File: config.mk
export PLATFORM = sky130hd
export DESIGN_NAME = i2c_slave_ctrl
export DESIGN_NICKNAME = d
export VERILOG_FILES = /design/src/rtl/i2c_slave_ctrl.sv
export SDC_FILE = /design/constraint.sdc
export NUM_CORES = 1
export LEC_CHECK = 0
export CORE_UTILIZATION = 35
export CTS_CLUSTER_DIAMETER = 120
export CTS_CLUSTER_SIZE = 12
export DETAILED_ROUTE_END_ITERATION = 6
export PLACE_DENSITY = 0.64
export SYNTH_ARGS = -nofsm -noshare
export SYNTH_HDL_FRONTEND = slang
export SYNTH_SLANG_ARGS = --single-unit
File: constraint.sdc
create_clock -name clk -period 2.5 [get_ports clk]
set_input_delay 0.75 -clock clk [delete_from_list [all_inputs] [get_ports clk]]
set_output_delay 0.75 -clock clk [all_outputs]
set_load 0.005 [all_outputs]
File: src/rtl/i2c_slave_ctrl.sv
// I2C target controller: oversampled SCL/SDA, START/STOP detection, 7-bit
// address match with ACK, byte delivery to user logic on writes and byte
// fetch from user logic on reads. SDA is driven open-drain through sda_oe.
module i2c_slave_ctrl #(
  parameter logic [6:0] SLAVE_ADDR  = 7'h50,
  parameter int         SYNC_STAGES = 2
) (
  input  logic       clk,
  input  logic       rst_n,
  input  logic       scl_in,
  input  logic       sda_in,
  output logic       sda_oe,
  output logic [7:0] wr_data,
  output logic       wr_valid,
  output logic       rd_req,
  input  logic [7:0] rd_data,
  output logic       start_det,
  output logic       stop_det,
  output logic       busy,
  output logic [3:0] state
);

  typedef enum logic [3:0] {
    IDLE      = 4'd0,
    ADDR      = 4'd1,
    ADDR_ACK  = 4'd2,
    WR_BYTE   = 4'd3,
    WR_ACK    = 4'd4,
    RD_BYTE   = 4'd5,
    RD_ACK    = 4'd6,
    WAIT_STOP = 4'd7
  } state_t;

  logic [SYNC_STAGES-1:0] scl_sync, sda_sync;
  logic scl_s, sda_s, scl_d, sda_d;
  logic scl_rise, scl_fall, start_cond, stop_cond;

  state_t     state_q, state_n;
  logic [2:0] bit_cnt_q, bit_cnt_n;
  logic [7:0] shift_in_q, shift_in_n;
  logic [7:0] shift_out_q, shift_out_n;
  logic       rw_q, rw_n;
  logic       ack_on_q, ack_on_n;
  logic       prime_q, prime_n;
  logic       load_q, load_n;
  logic       sda_oe_q, sda_oe_n;
  logic [7:0] wr_data_q, wr_data_n;
  logic       wr_valid_q, wr_valid_n;
  logic       rd_req_q, rd_req_n;
  logic       start_det_q, start_det_n;
  logic       stop_det_q, stop_det_n;
  logic       busy_q, busy_n;

  // Synchronize the raw bus lines and keep a one-cycle-old copy; idle bus level is 1
  always_ff @(posedge clk) begin
    if (!rst_n) begin
      scl_sync <= '1;
      sda_sync <= '1;
      scl_d    <= 1'b1;
      sda_d    <= 1'b1;
    end else begin
      scl_sync <= {scl_sync[SYNC_STAGES-2:0], scl_in};
      sda_sync <= {sda_sync[SYNC_STAGES-2:0], sda_in};
      scl_d    <= scl_s;
      sda_d    <= sda_s;
    end
  end

  assign scl_s      = scl_sync[SYNC_STAGES-1];
  assign sda_s      = sda_sync[SYNC_STAGES-1];
  assign scl_rise   = scl_s & ~scl_d;
  assign scl_fall   = ~scl_s & scl_d;
  assign start_cond = scl_s & sda_d & ~sda_s;
  assign stop_cond  = scl_s & ~sda_d & sda_s;

  // State and datapath registers; the rd_data capture happens the cycle after rd_req
  always_ff @(posedge clk) begin
    if (!rst_n) begin
      state_q     <= IDLE;
      bit_cnt_q   <= 3'd0;
      shift_in_q  <= 8'd0;
      shift_out_q <= 8'd0;
      rw_q        <= 1'b0;
      ack_on_q    <= 1'b0;
      prime_q     <= 1'b0;
      load_q      <= 1'b0;
      sda_oe_q    <= 1'b0;
      wr_data_q   <= 8'd0;
      wr_valid_q  <= 1'b0;
      rd_req_q    <= 1'b0;
      start_det_q <= 1'b0;
      stop_det_q  <= 1'b0;
      busy_q      <= 1'b0;
    end else begin
      state_q     <= state_n;
      bit_cnt_q   <= bit_cnt_n;
      shift_in_q  <= shift_in_n;
      shift_out_q <= shift_out_n;
      rw_q        <= rw_n;
      ack_on_q    <= ack_on_n;
      prime_q     <= prime_n;
      load_q      <= load_n;
      sda_oe_q    <= sda_oe_n;
      wr_data_q   <= wr_data_n;
      wr_valid_q  <= wr_valid_n;
      rd_req_q    <= rd_req_n;
      start_det_q <= start_det_n;
      stop_det_q  <= stop_det_n;
      busy_q      <= busy_n;
    end
  end

  // Next-state logic; bus START/STOP override whatever the byte engine is doing
  always_comb begin
    state_n     = state_q;
    bit_cnt_n   = bit_cnt_q;
    shift_in_n  = shift_in_q;
    shift_out_n = load_q ? rd_data : shift_out_q;
    rw_n        = rw_q;
    ack_on_n    = ack_on_q;
    prime_n     = prime_q;
    load_n      = rd_req_q;
    sda_oe_n    = sda_oe_q;
    wr_data_n   = wr_data_q;
    wr_valid_n  = 1'b0;
    rd_req_n    = 1'b0;
    start_det_n = 1'b0;
    stop_det_n  = 1'b0;
    busy_n      = busy_q;

    if (start_cond) begin
      state_n     = ADDR;
      bit_cnt_n   = 3'd0;
      sda_oe_n    = 1'b0;
      ack_on_n    = 1'b0;
      prime_n     = 1'b0;
      start_det_n = 1'b1;
    end else if (stop_cond) begin
      state_n    = IDLE;
      sda_oe_n   = 1'b0;
      busy_n     = 1'b0;
      stop_det_n = 1'b1;
    end else begin
      case (state_q)
        IDLE: begin
          sda_oe_n = 1'b0;
          busy_n   = 1'b0;
        end
        ADDR: begin
          if (scl_rise) begin
            shift_in_n = {shift_in_q[6:0], sda_s};
            bit_cnt_n  = bit_cnt_q + 3'd1;
            if (bit_cnt_q == 3'd7) begin
              rw_n = sda_s;
              if (shift_in_q[6:0] == SLAVE_ADDR) begin
                busy_n   = 1'b1;
                ack_on_n = 1'b0;
                state_n  = ADDR_ACK;
              end else begin
                busy_n  = 1'b0;
                state_n = IDLE;
              end
            end
          end
        end
        ADDR_ACK: begin
          if (scl_fall) begin
            if (!ack_on_q) begin
              sda_oe_n = 1'b1;
              ack_on_n = 1'b1;
            end else begin
              ack_on_n  = 1'b0;
              bit_cnt_n = 3'd0;
              prime_n   = 1'b0;
              if (rw_q) begin
                sda_oe_n = ~shift_out_q[7];
                state_n  = RD_BYTE;
              end else begin
                sda_oe_n = 1'b0;
                state_n  = WR_BYTE;
              end
            end
          end else if (scl_rise && ack_on_q && rw_q) begin
            rd_req_n = 1'b1;
          end
        end
        WR_BYTE: begin
          if (scl_rise) begin
            shift_in_n = {shift_in_q[6:0], sda_s};
            bit_cnt_n  = bit_cnt_q + 3'd1;
            if (bit_cnt_q == 3'd7) begin
              ack_on_n = 1'b0;
              state_n  = WR_ACK;
            end
          end
        end
        WR_ACK: begin
          if (scl_fall) begin
            if (!ack_on_q) begin
              sda_oe_n = 1'b1;
              ack_on_n = 1'b1;
            end else begin
              sda_oe_n  = 1'b0;
              ack_on_n  = 1'b0;
              bit_cnt_n = 3'd0;
              state_n   = WR_BYTE;
            end
          end else if (scl_rise && ack_on_q) begin
            wr_data_n  = shift_in_q;
            wr_valid_n = 1'b1;
          end
        end
        RD_BYTE: begin
          if (scl_fall) begin
            if (prime_q) begin
              sda_oe_n = ~shift_out_q[7];
              prime_n  = 1'b0;
            end else if (bit_cnt_q == 3'd7) begin
              sda_oe_n  = 1'b0;
              bit_cnt_n = bit_cnt_q + 3'd1;
              state_n   = RD_ACK;
            end else begin
              shift_out_n = {shift_out_q[6:0], 1'b0};
              sda_oe_n    = ~shift_out_q[6];
              bit_cnt_n   = bit_cnt_q + 3'd1;
            end
          end
        end
        RD_ACK: begin
          sda_oe_n = 1'b0;
          if (scl_rise) begin
            if (!sda_s) begin
              rd_req_n  = 1'b1;
              prime_n   = 1'b1;
              bit_cnt_n = 3'd0;
              state_n   = RD_BYTE;
            end else begin
              state_n = WAIT_STOP;
            end
          end
        end
        WAIT_STOP: begin
          sda_oe_n = 1'b0;
        end
        default: begin
          state_n  = IDLE;
          sda_oe_n = 1'b0;
          busy_n   = 1'b0;
        end
      endcase
    end
  end

  assign sda_oe    = sda_oe_q;
  assign wr_data   = wr_data_q;
  assign wr_valid  = wr_valid_q;
  assign rd_req    = rd_req_q;
  assign start_det = start_det_q;
  assign stop_det  = stop_det_q;
  assign busy      = busy_q;
  assign state     = state_q;

endmodule

==> impl_metrics.py <==
metrics = {
    "sta": {
        "finClkSkew_ps": 8.598,
        "fin_crit_sh_pct": 93.06,
        "timing.final.crit_period_ps": 2326,
        "grt_setup_unrepaired": "false",
        "timing.fmax_mhz": 429.8,
        "setup_tns_ps": 0,
        "final_max_slew_viol_count": 0,
        "tightest_slew_ps": 627.1,
        "timing.final.ws_setup_ps": 173.6,
        "hold_viol": 0,
        "slew_headroom_pct": 57.91,
        "setup_viol": 0,
    },
    "synthesis": {
        "synth_ff_type": "dfxtp_1",
        "yosys_warnings": 0,
        "synth_edf_count": 0,
        "synth_nets": 254,
        "synth_area_um2": 2290,
        "avgSynthCellArea_um2": 9.580,
        "yosys.area.top_type": "dfxtp_1",
        "synth.ff_latch_count": 46,
        "yosysSeqAreaShare_pct": 40.22,
        "syn-instance-count": 239,
        "synthArstFlopShare_pct": 0,
        "yosysTopAreaCellShare_pct": 40.22,
        "synthTopCellsByArea": "dfxtp_1 (40%), mux2i_1 (11%), nor2b_1 (5.2%)",
        "synthDistinctLibCells": 59,
    },
    "final_layout": {
        "fillers": 604,
        "nets": 276,
        "area_growth_pct": 18.25,
        "n_antenna_cell": 0,
        "drive_gt1_share_pct": 8.779,
    },
    "grt": {
        "grt_overflow": 0,
        "grt_pass1_vias": 1584,
        "grt_first_pass_wirelength_um": 7714,
        "grt_max_degree": 31,
        "antenna_found_initial": 0,
        "grt_usage_pct": 13.56,
    },
    "routing": {
        "wl_per_cell_um": 13.51,
        "via_count": 1744,
        "firstDrtPassIters": 4,
        "ant_nets": 0,
        "drt-total-wl_um": 4580,
        "drt_iter0_drc": 195,
        "drc": 0,
        "viasPerCell": 5.145,
    },
    "place": {
        "portBuffers": 28,
        "dp_slack_ps": 290.7,
        "gp_congestion": 0.8713,
        "hpwl_um": 3244,
    },
    "cts": {
        "cts_made_buffers": 5,
        "cts_tree": "built",
        "cts_root_buf": "clkbuf_8",
        "clock_sinks": 46,
        "htree_num_levels": 2,
        "clk_latency_ps": 300,
        "clkTransAtPathRegs_ps": 80,
        "clk_path_buf_depth": 2,
        "cts_resized": 0,
        "cts.hold.buffers_added": 0,
        "post_cts_buffers": 0,
    },
    "floorplan": {
        "start_util_pct": 36.06,
        "io-pin-count": 30,
        "die_height_um": 82.88,
        "dieArea_um2": 6869,
        "num_rows": 29,
        "die_x_um": 82.88,
        "core-area_um2": 6350,
    },
    "setup_path": {
        "crit_chain": "clkdlybuf4s50_1",
        "required_ps": 1750,
        "cp_max_fo": 17,
        "worstSetupPathType": "flip-flop to output pin",
        "reg2reg_depth": 6,
        "ff2ff_setup_slack_ps": 480,
        "rr_startpoint": "state[1]$_SDFFE_PP0P_",
        "cp.buffers_inverters": 1,
        "cp-startpoint": "state[2]$_SDFFE_PP0P_",
        "cp.depth": 1,
        "crit_path_end_kind": "output pin",
        "cp.arrival_ps": 1580,
        "slowest_stage": "dfxtp_1",
        "crit_path_start_kind": "flip-flop",
        "max_stage_delay_ps": 670,
        "critical-path-top-delay-family": "flip-flops",
    },
    "power": {
        "total_power_uw": 1607,
        "power.leakage_uw": 0.001068,
        "powerDensity_nw_per_um2": 593.7,
        "ir_worst_vdd_mv": 0.3214,
    },
    "run": {
        "maxCapViolCount": 0,
    },
    "worst_hold_path": {
        "hp-start": "sda_sync[0]$_SDFF_PN1_",
        "holdPathStages": 1,
        "min_path_type": "flip-flop to flip-flop",
    },
    "status": {
        "status": "finished, final reports clean",
    },
}
Yosys cell counts, drive strengths merged (4+ instances only):
library cell and instances:
inv 8, dfxtp 46, nor2 9, buf 12, nand2b 11, nor2b 19
clkbuf 5, o21ai 12, nor3 4, a21oi 6, mux2i 26, nand2 15
o211a 7, nand4 4
cell usage in the layout, fill, tap and decap left out, types with 3 or more instances in the layout:
cell / netlist / layout
buf_4: 3 / 4
clkbuf_8: 0 / 5
a21oi_1: 5 / 5
a311o_1: 3 / 3
mux2i_1: 26 / 26
o211a_1: 7 / 7
nor2_1: 8 / 8
dfxtp_1: 46 / 46
or4_1: 3 / 3
clkdlybuf4s50_1: 0 / 28
ha_1: 3 / 3
nand2_1: 15 / 15
nand2b_1: 10 / 10
a21boi_0: 3 / 3
o21ai_0: 5 / 5
o31ai_1: 3 / 3
nand4_1: 4 / 4
nor2b_1: 19 / 19
inv_1: 7 / 7
nor3_1: 4 / 4
o21ai_1: 7 / 7
metrics by stage:
step                      area [um^2]  std cells  hold WS [ps]  util, %
after floorplan                  2290        239         386.3        -
after global placement           2597        331         391.2    40.91
after detailed placement         2597        331         399.3    40.91
after CTS                        2708        339         418.5    42.64
after global routing             2708        339         443.3    42.64
final                            2708        339         414.2    42.64
where the power goes:
group / switching (uW) / total [uW] / internal, uW
Clock: 248 / 546 / 298
Sequential: 38.3 / 791 / 753
Combinational: 147 / 270 / 123
sequential cells by signal, summed over array words and instances (netlist names), 2 cells and up:
name	count
shift_in_q	8
state	3
shift_out_q	8
scl_sync	2
sda_sync	2
wr_data	8
bit_cnt_q	3
metal layers:
layer	routed length, um	vias to the layer above	share of wire [%]	track usage (%)
li1	-	888	-	-
met1	2216	813	48	18.32
met2	2084	38	46	21.61
met3	249	5	5.4	2.883
met4	29	0	0.63	4.232
met5	0	-	0	0
layout make-up:
cell class / count / area, um^2 / area share [%]
repair buffers: 32 / 310.3 / 11.46
well taps: 77 / 96.34 / 3.558
clock buffers: 6 / 72.57 / 2.680
inverters: 8 / 30.03 / 1.109
flip-flops and latches: 46 / 920.9 / 34.01
multi-input cells: 168 / 1240 / 45.79
clock inverters: 2 / 37.54 / 1.386
worst paths after layout:
check	to
max	state[2]
max reg2reg	bit_cnt_q[0]$_SDFFE_PP0P_
min	sda_sync[1]$_SDFF_PN1_
min reg2reg	sda_sync[1]$_SDFF_PN1_
cells by family (layout without fill, tap and decap cells):
group	Yosys count	after routing	share of synthesized area (%)
AND/OR/NAND/NOR	82	82	21.47
AO/OA/AOI/OAI	52	52	17.76
flip-flops	46	46	40.22
multiplexers	28	28	12.35
buffers and inverters	25	48	5.628
adder cells (fa/ha/maj)	3	3	1.640
XOR/XNOR	2	2	0.7652
other	1	1	0.1638
Note: power is estimated with default switching activity, not from simulation.
